`config.mk`:
```
export PLATFORM = sky130hd
export DESIGN_NAME = mips_mc_controller
export DESIGN_NICKNAME = d
export VERILOG_FILES = /design/src/rtl/mips_mc_controller.sv
export SDC_FILE = /design/constraint.sdc
export NUM_CORES = 1
export LEC_CHECK = 0
export CORE_ASPECT_RATIO = 1.1
export CORE_UTILIZATION = 51
export DETAILED_ROUTE_END_ITERATION = 6
export PLACE_DENSITY = 0.83
export RECOVER_POWER = 100
export SLEW_MARGIN = 15
export SYNTH_ARGS = -nofsm -noshare
export SYNTH_HDL_FRONTEND = slang
export SYNTH_SLANG_ARGS = --single-unit
```
`constraint.sdc`:
```
create_clock -name clk -period 3.35 [get_ports clk]
set_clock_uncertainty 0.05 [all_clocks]
set_input_delay 0.67 -clock clk [delete_from_list [all_inputs] [get_ports clk]]
set_output_delay 0.67 -clock clk [all_outputs]
set_load 0.005 [all_outputs]
```
`src/rtl/mips_mc_controller.sv`:
```
// mips_mc_controller: multicycle MIPS control unit.
// Fetches a 32-bit instruction in 32/WIDTH memory beats, decodes the opcode and
// sequences the datapath through execute/memory/writeback. Memory accesses wait
// for memready. The PC-enable gating (pcwrite, branch and zero) is produced here.
// Optional feature macro: MIPS_ADDI_EN adds ADDI (opcode 001000) execution states;
// without it, 001000 is reported as illegal.
module mips_mc_controller #(
    parameter int WIDTH = 8
) (
    input  logic                  clk,
    input  logic                  rst,
    input  logic [5:0]            op,
    input  logic                  zero,
    input  logic                  memready,
    output logic                  memread,
    output logic                  memwrite,
    output logic                  alusrca,
    output logic [1:0]            alusrcb,
    output logic [1:0]            aluop,
    output logic [1:0]            pcsource,
    output logic                  iord,
    output logic                  memtoreg,
    output logic                  regwrite,
    output logic                  regdst,
    output logic [32/WIDTH-1:0]   irwrite,
    output logic                  pcen,
    output logic                  instr_done,
    output logic                  illegal
);

    localparam int BEATS = 32 / WIDTH;
    localparam int BW    = (BEATS > 1) ? $clog2(BEATS) : 1;

    localparam logic [5:0] OP_RTYPE = 6'b000000;
    localparam logic [5:0] OP_LW    = 6'b100011;
    localparam logic [5:0] OP_SW    = 6'b101011;
    localparam logic [5:0] OP_BEQ   = 6'b000100;
    localparam logic [5:0] OP_J     = 6'b000010;
`ifdef MIPS_ADDI_EN
    localparam logic [5:0] OP_ADDI  = 6'b001000;
`endif

    typedef enum logic [3:0] {
        S_FETCH,
        S_DECODE,
        S_MEMADR,
        S_LWRD,
        S_LWWR,
        S_SWWR,
        S_RTEX,
        S_RTWR,
        S_BEQEX,
        S_JEX
`ifdef MIPS_ADDI_EN
        , S_ADDIEX,
        S_ADDIWR
`endif
    } state_t;

    // Control word decoded from a state; fetch/swwr/decode flags let the
    // memready-, zero- and op-qualified outputs be finished combinationally.
    typedef struct packed {
        logic       memread;
        logic       memwrite;
        logic       alusrca;
        logic [1:0] alusrcb;
        logic [1:0] aluop;
        logic [1:0] pcsource;
        logic       iord;
        logic       memtoreg;
        logic       regwrite;
        logic       regdst;
        logic       pcwrite;
        logic       branch;
        logic       done;
        logic       fetch;
        logic       swwr;
        logic       decode;
    } ctrl_t;

    function automatic logic op_legal(input logic [5:0] code);
        logic ok;
        ok = (code == OP_RTYPE) || (code == OP_LW) || (code == OP_SW) ||
             (code == OP_BEQ)   || (code == OP_J);
`ifdef MIPS_ADDI_EN
        ok = ok || (code == OP_ADDI);
`endif
        return ok;
    endfunction

    function automatic state_t next_state(input state_t s, input logic last_beat,
                                          input logic [5:0] code, input logic ready);
        state_t n;
        n = s;
        case (s)
            S_FETCH:  if (ready && last_beat) n = S_DECODE;
            S_DECODE: begin
                if (code == OP_LW || code == OP_SW) n = S_MEMADR;
                else if (code == OP_RTYPE)          n = S_RTEX;
                else if (code == OP_BEQ)            n = S_BEQEX;
                else if (code == OP_J)              n = S_JEX;
`ifdef MIPS_ADDI_EN
                else if (code == OP_ADDI)           n = S_ADDIEX;
`endif
                else                                n = S_FETCH;
            end
            S_MEMADR: n = (code == OP_LW) ? S_LWRD : S_SWWR;
            S_LWRD:   if (ready) n = S_LWWR;
            S_SWWR:   if (ready) n = S_FETCH;
            S_RTEX:   n = S_RTWR;
`ifdef MIPS_ADDI_EN
            S_ADDIEX: n = S_ADDIWR;
`endif
            // Single-cycle final states (and any unused encoding) return to fetch.
            default:  n = S_FETCH;
        endcase
        return n;
    endfunction

    function automatic ctrl_t decode_ctrl(input state_t s);
        ctrl_t c;
        c = '0;
        case (s)
            S_FETCH:  begin c.memread = 1'b1; c.alusrcb = 2'b01; c.fetch = 1'b1; end
            S_DECODE: begin c.alusrcb = 2'b11; c.decode = 1'b1; end
            S_MEMADR: begin c.alusrca = 1'b1; c.alusrcb = 2'b10; end
            S_LWRD:   begin c.memread = 1'b1; c.iord = 1'b1; end
            S_LWWR:   begin c.regwrite = 1'b1; c.memtoreg = 1'b1; c.done = 1'b1; end
            S_SWWR:   begin c.memwrite = 1'b1; c.iord = 1'b1; c.swwr = 1'b1; end
            S_RTEX:   begin c.alusrca = 1'b1; c.aluop = 2'b10; end
            S_RTWR:   begin c.regwrite = 1'b1; c.regdst = 1'b1; c.done = 1'b1; end
            S_BEQEX:  begin
                c.alusrca  = 1'b1; c.aluop = 2'b01; c.pcsource = 2'b01;
                c.branch   = 1'b1; c.done  = 1'b1;
            end
            S_JEX:    begin c.pcsource = 2'b10; c.pcwrite = 1'b1; c.done = 1'b1; end
`ifdef MIPS_ADDI_EN
            S_ADDIEX: begin c.alusrca = 1'b1; c.alusrcb = 2'b10; end
            S_ADDIWR: begin c.regwrite = 1'b1; c.done = 1'b1; end
`endif
            default:  c = '0;
        endcase
        return c;
    endfunction

    state_t         state;
    state_t         state_next;
    ctrl_t          ctrl;
    logic [BW-1:0]  beat;
    logic           last_beat;
    logic           run;

    assign last_beat  = (beat == BW'(BEATS - 1));
    assign state_next = next_state(state, last_beat, op, memready);
    assign run        = ~rst;

    // State, fetch beat counter and the control word for the entered state.
    always_ff @(posedge clk) begin
        // NOTE: non-blocking assignments so every register samples pre-edge values.
        if (rst) begin
            state <= S_FETCH;
            beat  <= '0;
            ctrl  <= decode_ctrl(S_FETCH);
        end else begin
            state <= state_next;
            ctrl  <= decode_ctrl(state_next);
            if (ctrl.fetch && memready)
                beat <= last_beat ? '0 : beat + 1'b1;
        end
    end

    // Registered control word, forced to zero while reset is held.
    assign memread  = run & ctrl.memread;
    assign memwrite = run & ctrl.memwrite;
    assign alusrca  = run & ctrl.alusrca;
    assign alusrcb  = {2{run}} & ctrl.alusrcb;
    assign aluop    = {2{run}} & ctrl.aluop;
    assign pcsource = {2{run}} & ctrl.pcsource;
    assign iord     = run & ctrl.iord;
    assign memtoreg = run & ctrl.memtoreg;
    assign regwrite = run & ctrl.regwrite;
    assign regdst   = run & ctrl.regdst;

    // A fetch beat only lands (IR write, PC advance) in its memready cycle.
    assign irwrite = (run && ctrl.fetch && memready) ? (BEATS'(1) << beat) : '0;
    assign pcen    = run & (ctrl.pcwrite | (ctrl.fetch & memready) | (ctrl.branch & zero));

    // Illegal opcodes end the instruction in DECODE; stores end on memready.
    assign illegal    = run & ctrl.decode & ~op_legal(op);
    assign instr_done = run & (ctrl.done | (ctrl.swwr & memready) | (ctrl.decode & ~op_legal(op)));

endmodule

```
== Yosys cells after proc, flatten, opt, wreduce, memory -nomap -nowiden ==
Index checks and enable logic that the tools add are counted.
Storage, ports and cells
  flip-flop bits (word level): 24
  input port bits: 10
  output and inout bits: 20
  word-level logic and storage cells: 105
Cells by class
  add/sub/neg operators: 1
  eq/ne operators: 19
  shift operators: 1
  multiplexer cells: 26
  bitwise gates (word level): 24
  reduce and logical (&&, ||, !) cells: 17
Operators by type and width (count)
  two-way mux 4 bit: 8
  == test 4 x 3 -> 1 bit (second input constant): 6
  one-hot mux 4 bit (6 select lines): 1
  == test 4 x 2 -> 1 bit (second input constant): 4
  bitwise AND 1 bit: 15
  == test 6 bit (second input constant): 2
  two-way mux 1 bit: 12
  == test 4 x 1 -> 1 bit (second input constant): 2
  == test 4 bit (second input constant): 2
  logical NOT 4 bit: 2
  one-hot mux 2 bit (2 select lines): 2
  bitwise AND 2 bit: 3
  == test 6 x 2 -> 1 bit (second input constant): 1
  == test 6 x 3 -> 1 bit (second input constant): 1
  logical NOT 6 bit: 1
  one-hot mux 2 bit (3 select lines): 1
  OR reduction 2 bit: 3
  logical OR 1 bit: 5
  logical AND 1 bit: 4
  OR 1 bit: 4
  OR reduction 4 bit: 1
  left shift 1 x 2 -> 4 bit (first input constant): 1
  two-way mux 3 bit: 1
  OR reduction 3 bit: 1
  4 further kinds: 5

== Logic depth before layout (Yosys ltp) ==
Gate-level depths: netlist of run 1.
  depth in word-level cells: 9
  mapped depth: 7
  mapped depth without buffers: 6

== Worst setup path before layout of run 1 ==
OpenSTA, ideal clock, no wires.
  kind: input to output
  from: input port rst
  to: output port illegal
  arrival: 1357 ps
  path slack: 1273 ps
  stages: 3
  buffers on the path: 2
  cell sequence: clkbuf_1 -> clkbuf_1 -> nor2_1
Between the ends
  word-level cells in the longest chain between the ends: 3
Ends and longest elaborated chain
  from (decl): line 11  | input logic rst,
  NOT 1 bit: line 155  | assign run = ~rst;
  bitwise AND 1 bit (2 in series): line 189  | assign illegal = run & ctrl.decode & ~op_legal(op);
  to (decl): line 28  | output logic illegal
No other way between the ends.

== Worst setup path after layout of run 1 ==
  from: input port rst
  to: output port regdst
Between the ends
  word-level cells in the longest chain between the ends: 2
Ends and longest elaborated chain
  NOT 1 bit: line 155
  bitwise AND 1 bit: line 182  | assign regdst = run & ctrl.regdst;
  to (decl): line 24  | output logic regdst,
No other way between the ends.

==> flow_summary.toml, run 1 <==
[synthesis]
synth.area.mux_share = 0
synth_xor_area_frac = 0.00755
synth.top_cell.area_share = 0.380
ys_top_cells_by_area = "dfxtp_1 38%, nor2b_1 8.6%, nor2_1 5.8%"
ys_ff_latch = 22
synth_top_family_by_area = "simple AND/OR/NAND/NOR gates"
syn-instance-count = 133
synth_compound_area_frac = 0.164
synth_edf_count = 0
synth_fa_ha_area_frac = 0.0431
syn_nets = 147
syn_area_per_cell_sq_um = 8.72
synthSimpleGateAreaFrac = 0.362
synth.yosys.seq_area_share = 0.380
syn_area_sq_mm = 0.00116
synth_top_cell_by_area = "dfxtp_1"
ys_async_sr_fraction = 0
synth_cell_types = 40
yosysWarnings = 0
synth_top_flop_cell = "dfxtp_1"

[clocking]
clk_latency_ns = 0.31
post_cts_buffers = 0
hold_buffers = 0
h-tree-depth = 1
postCtsResizedCells = 0
numCtsBuffers = 3
clk_pin_slew_ns = 0.12
clk_path_buf_depth = 2
cts_tree = "yes"
clock-sinks = 22
cts_root_buf = "clkbuf_4"

[flow_run]
drv_cap = 0

[global_routing]
gr-usage-met1 = 0.269
use_met2 = 0.420
first_global_vias = 947
grt_pass1_wl_um = 4110
grt_max_degree = 20
grt_use_total = 0.236
busiest_layer = "met2"
globalRouteOverflowTotal = 0
antenna_found_initial = 0
met3_usage = 0.0417

[sta]
grt_setup_unrepaired = "false"
setup_viol = 0
finalHoldViolations = 0
setup_tns_ns = 0
worstMarginPinSlew_ns = 0.595
whs_ns = 0.455
finalMaxSlewViolations = 0
fmax_ghz = 0.308
slew_headroom = 0.599
fin_crit_sh = 0.969
period_minus_slack_ns = 3.24

[setup_path]
reg2regPathDepth = 5
path_buf_inv = 3
crit_arrival_ns = 2.52
cp_common_cell = "dlygate4sd3_1"
critPathSlowestCell = "dlygate4sd3_1"
worst_setup_path_start_kind = "primary input"
cpPeakStageDelay_ns = 0.73
critPathRequiredTime_ns = 2.63
critPathTopFamily = "buffers and inverters"
critical_path_class = "primary input to primary output"
crit_fanout = 19
crit_start = "rst"
path_cells = "dlygate4sd3_1 -> clkbuf_2 -> nor2b_1 -> dlygate4sd3_1"
critical_path.endpoint = "regdst"
rr_startpoint = "state[2]$_SDFF_PP0_"
rrSetupSlack_ns = 1.23
path_depth = 4
regToRegEndpoint = "ctrl[9]$_SDFF_PP0_"
setup.worst_path.end_class = "primary output"

[power_and_ir_drop]
p_per_area_mw_per_mm2 = 343
vdd_drop_max_v = 0.000300
leakage_uw = 0.000632
finalPower_uw = 518

[floorplanning]
dieArea_sq_mm = 0.00247
io_pins = 30
fp.coreArea_sq_mm = 0.00208
placementRows = 17
start_util = 0.556
die_width_um = 47.5
dieHeight_um = 52.0

[route]
postRouteAntennaNets = 0
wl_um = 2540
firstDrtPassIters = 4
drc = 0
drt_iter0_drc = 21
wire_per_inst_um = 13.2
vias_per_cell = 5.46
vias = 1049

[final_layout]
fill_cells = 169
final_common_cell = "dfxtp_1"
area_growth_pct = 30.2
fin_util = 0.724
mostFrequentLayoutCells = "22 x dfxtp_1, 18 x nor2_1, 17 x dlygate4sd3_1, 16 x nor2b_1, 12 x clkdlybuf4s50_1"
area.sequential_sq_um = 440
multi_input_area_sq_um = 657
antennaDiodeCount = 0
nets = 179
drive_gt1_frac = 0.0732

[placed_design]
port_buffers = 29
hpwl_um = 1970
routabilityCongestion = 0.841

[status]
status = "completed"

[min_path]
worstHoldPathType = "flop to flop"
==> stage by stage <==
stage | cells | setup slack (ns) | cell area [sq um]
after floorplan | 133 | 1.27 | 1160
after global placement | 188 | 0.326 | 1480
after detailed placement | 188 | 0.292 | 1480
after CTS | 192 | 0.274 | 1530
after global routing | 192 | 0.0331 | 1510
final | 192 | 0.105 | 1510
==> cell families after synthesis <==
logic type | Yosys count
AO/OA/AOI/OAI | 28
XOR/XNOR | 1
adder cells (fa/ha/maj) | 4
buffers and inverters | 11
flip-flops | 22
AND/OR/NAND/NOR | 67
==> power breakdown <==
part	leakage (uW)	total [uW]	switching [uW]	internal (uW)
registers	0.000178	266	2.39	264
logic	0.000426	46.8	23.7	23.1
clock network	0.0000279	205	83.9	121
total	0.000632	518	110	408
==> flip-flops by register name, indices dropped and copies added, names as in the netlist <==
name / cells
state: 4
ctrl: 16
beat: 2
==> tightest hold or removal path, cell delays in order, from the launching register on <==
cell and delay [ns]:
dfxtp_1 0.36, nand2_1 0.06, a21oi_1 0.05
==> worst min-delay path by stage <==
stage | from | end | slack (ns) | depth (start not counted)
6_report | beat[1]$_SDFFE_PP0P_ | beat[1]$_SDFFE_PP0P_ | 0.45 | 2
5_1_grt | ctrl[2]$_SDFF_PP1_ | beat[1]$_SDFFE_PP0P_ | 0.48 | 2
4_1_cts | beat[1]$_SDFFE_PP0P_ | beat[1]$_SDFFE_PP0P_ | 0.45 | 2
3_5_place_dp | beat[1]$_SDFFE_PP0P_ | beat[1]$_SDFFE_PP0P_ | 0.44 | 2
3_3_place_gp | beat[1]$_SDFFE_PP0P_ | beat[1]$_SDFFE_PP0P_ | 0.43 | 2
2_1_floorplan | ctrl[2]$_SDFF_PP1_ | beat[1]$_SDFFE_PP0P_ | 0.41 | 2
==> metal layers <==
layer | share of wire | up-vias
li1 | - | 519
met1 | 0.42 | 495
met2 | 0.52 | 28
met3 | 0.035 | 7
met4 | 0.018 | 0
met5 | 0 | -
==> final cells by class <==
| cell class | count | share of cell area |
|---|---|---|
| Timing Repair Buffer | 32 | 0.200 |
| Inverter | 6 | 0.0149 |
| Clock inverter | 1 | 0.0199 |
| Clock buffer | 3 | 0.0149 |
| Multi-Input combinational cell | 100 | 0.435 |
| Tap cell | 28 | 0.0232 |
| Sequential cell | 22 | 0.292 |
==> cell usage after synthesis (2+ instances only) <==
library cell	count
inv_1	6
ha_1	4
nor4b_4	2
nor2_1	18
a211oi_1	2
nor2b_1	16
and2_1	4
or3_1	2
clkbuf_1	3
nor3_1	2
a21oi_1	11
o211a_1	2
dfxtp_1	22
nand2_1	6
o21ai_1	2
o21ai_0	5
nand3_1	3
No activity file was read; power rests on OpenSTA's default activity.
==> run 2: changes to the inputs <==
--- a/config.mk
+++ b/config.mk
@@ -7,6 +7,7 @@
 export LEC_CHECK = 0
 export CORE_ASPECT_RATIO = 1.1
 export CORE_UTILIZATION = 51
+export CTS_CLUSTER_SIZE = 24
 export DETAILED_ROUTE_END_ITERATION = 6
 export PLACE_DENSITY = 0.83
 export RECOVER_POWER = 100
==> results of run 2 <==
Same layout as run 1: the final DEF is identical, and so are final timing and power.
==> run 3: changes to the inputs <==
--- a/config.mk
+++ b/config.mk
@@ -5,6 +5,7 @@
 export SDC_FILE = /design/constraint.sdc
 export NUM_CORES = 1
 export LEC_CHECK = 0
+export CAP_MARGIN = 20
 export CORE_ASPECT_RATIO = 1.1
 export CORE_UTILIZATION = 51
 export CTS_CLUSTER_SIZE = 24
==> constraint.sdc (replaced) <==
create_clock -name clk -period 3.9 [get_ports clk]
set_clock_uncertainty 0.05 [all_clocks]
set_input_delay 0.78 -clock clk [delete_from_list [all_inputs] [get_ports clk]]
set_output_delay 0.78 -clock clk [all_outputs]
set_load 0.005 [all_outputs]
==> run 3 against run 2 <==
Die area is the same. Setup slack gained 0.24 ns. Final area decreased by 0.58%. Non-clock buffer count fell by 1. Critical path depth did not move. Utilization is 0.42 points lower. Sequential share of layout area increased by 0.17 points. Critical path type unchanged. Highest routed layer unchanged.
==> flow_summary.toml, run 3 (same netlist as run 1, synthesis figures left out) <==
[status]
status = "completed"

[sta]
fin_crit_sh = 0.911
grt_setup_unrepaired = "false"
setup_viol = 0
finalHoldViolations = 0
fmax_ghz = 0.281
slew_headroom = 0.609
period_minus_slack_ns = 3.55
finalMaxSlewViolations = 0
setup_tns_ns = 0
worstMarginPinSlew_ns = 0.580

[setup_path]
critical_path_class = "primary input to primary output"
cp_common_cell = "dlygate4sd3_1"
crit_fanout = 12
worst_setup_path_start_kind = "primary input"
critPathRequiredTime_ns = 3.07
cpPeakStageDelay_ns = 0.76
setup.worst_path.end_class = "primary output"
critPathSlowestCell = "dlygate4sd3_1"
path_cells = "dlygate4sd3_1 -> clkbuf_1 -> nor2b_1 -> dlygate4sd3_1"
crit_arrival_ns = 2.72

[clocking]
numCtsBuffers = 3
clk_path_buf_depth = 2
cts_tree = "yes"
clk_pin_slew_ns = 0.12
postCtsResizedCells = 0
post_cts_buffers = 0
hold_buffers = 0
clock-sinks = 22
cts_root_buf = "clkbuf_4"
h-tree-depth = 1
clk_latency_ns = 0.31

[floorplanning]
fp.coreArea_sq_mm = 0.00208
die_width_um = 47.5
dieHeight_um = 52.0
start_util = 0.556
placementRows = 17
io_pins = 30
dieArea_sq_mm = 0.00247

[global_routing]
grt_max_degree = 14
grt_use_total = 0.230
antenna_found_initial = 0
first_global_vias = 938
grt_pass1_wl_um = 3990
globalRouteOverflowTotal = 0

[route]
wire_per_inst_um = 13.1
firstDrtPassIters = 4
wl_um = 2500
vias = 1042
drc = 0
drt_iter0_drc = 36
vias_per_cell = 5.46
postRouteAntennaNets = 0

[placed_design]
routabilityCongestion = 0.840
port_buffers = 29
hpwl_um = 1870

[final_layout]
area_growth_pct = 29.4
largest_register = "ctrl"
drive_gt1_frac = 0.0613
largest_reg_flops = 16
fin_util = 0.720
reg_top3 = "ctrl x16, state x4, beat x2"
antennaDiodeCount = 0
mostFrequentLayoutCells = "22 x dfxtp_1, 18 x nor2_1, 17 x dlygate4sd3_1, 16 x nor2b_1, 12 x clkdlybuf4s50_1"
final_common_cell = "dfxtp_1"
nets = 178

[flow_run]
drv_cap = 0

[power_and_ir_drop]
vdd_drop_max_v = 0.000257
p_per_area_mw_per_mm2 = 294
leakage_uw = 0.000620

[min_path]
worstHoldPathType = "flop to flop"
run 3: cell count changes in the layout (fill, tap and decap cells not counted), sizes merged:
cell / delta
clkbuf: -1
run 3: stage by stage:
step	instance area (sq um)	total power (uW)	cells	hold slack [ns]	setup WS [ns]
after floorplan	1160	252	133	0.407	1.60
after global placement	1470	274	187	0.416	0.657
after detailed placement	1470	276	187	0.436	0.575
after CTS	1530	447	191	0.476	0.580
after global routing	1500	461	191	0.513	0.214
final	1500	442	191	0.465	0.346
run 3: per-layer routing:
| metal | GRT usage | wire, um | vias to the layer above | part of all wire |
|---|---|---|---|---|
| li1 | - | - | 516 | - |
| met1 | 0.269 | 988 | 466 | 0.40 |
| met2 | 0.400 | 1280 | 50 | 0.51 |
| met3 | 0.0313 | 163 | 10 | 0.065 |
| met4 | 0.100 | 62 | 0 | 0.025 |
| met5 | 0 | 0 | - | 0 |
run 3: path summary, 6_finish.rpt:
kind / startpoint / end / slack [ns] / cells after the start
setup reg to reg: state[2]$_SDFF_PP0_ / ctrl[3]$_SDFF_PP0_ / 1.83 / 5
setup / recovery: rst / alusrca / 0.35 / 4
hold / removal: ctrl[2]$_SDFF_PP1_ / beat[1]$_SDFFE_PP0P_ / 0.46 / 2
hold reg to reg: ctrl[2]$_SDFF_PP1_ / beat[1]$_SDFFE_PP0P_ / 0.46 / 2
run 3: critical path, delay by kind of cell:
family / cells / cell delay (ns)
simple gates: 1 / 0.10
buf+inv: 3 / 1.84
run 3: layout make-up:
class,count,area [sq um]
multi-input combinational,100,653
fill,184,583
sequential,22,440
timing repair buffer,31,298
tap,28,35.0
clock inverter,1,30.0
clock buffer,3,22.5
inverter,6,22.5
run 3: power breakdown:
group          internal (uW)  switching [uW]  leakage, uW
combinational           19.4            21.0     0.000414
sequential               227            2.10     0.000178
clock                    104            68.6    0.0000279
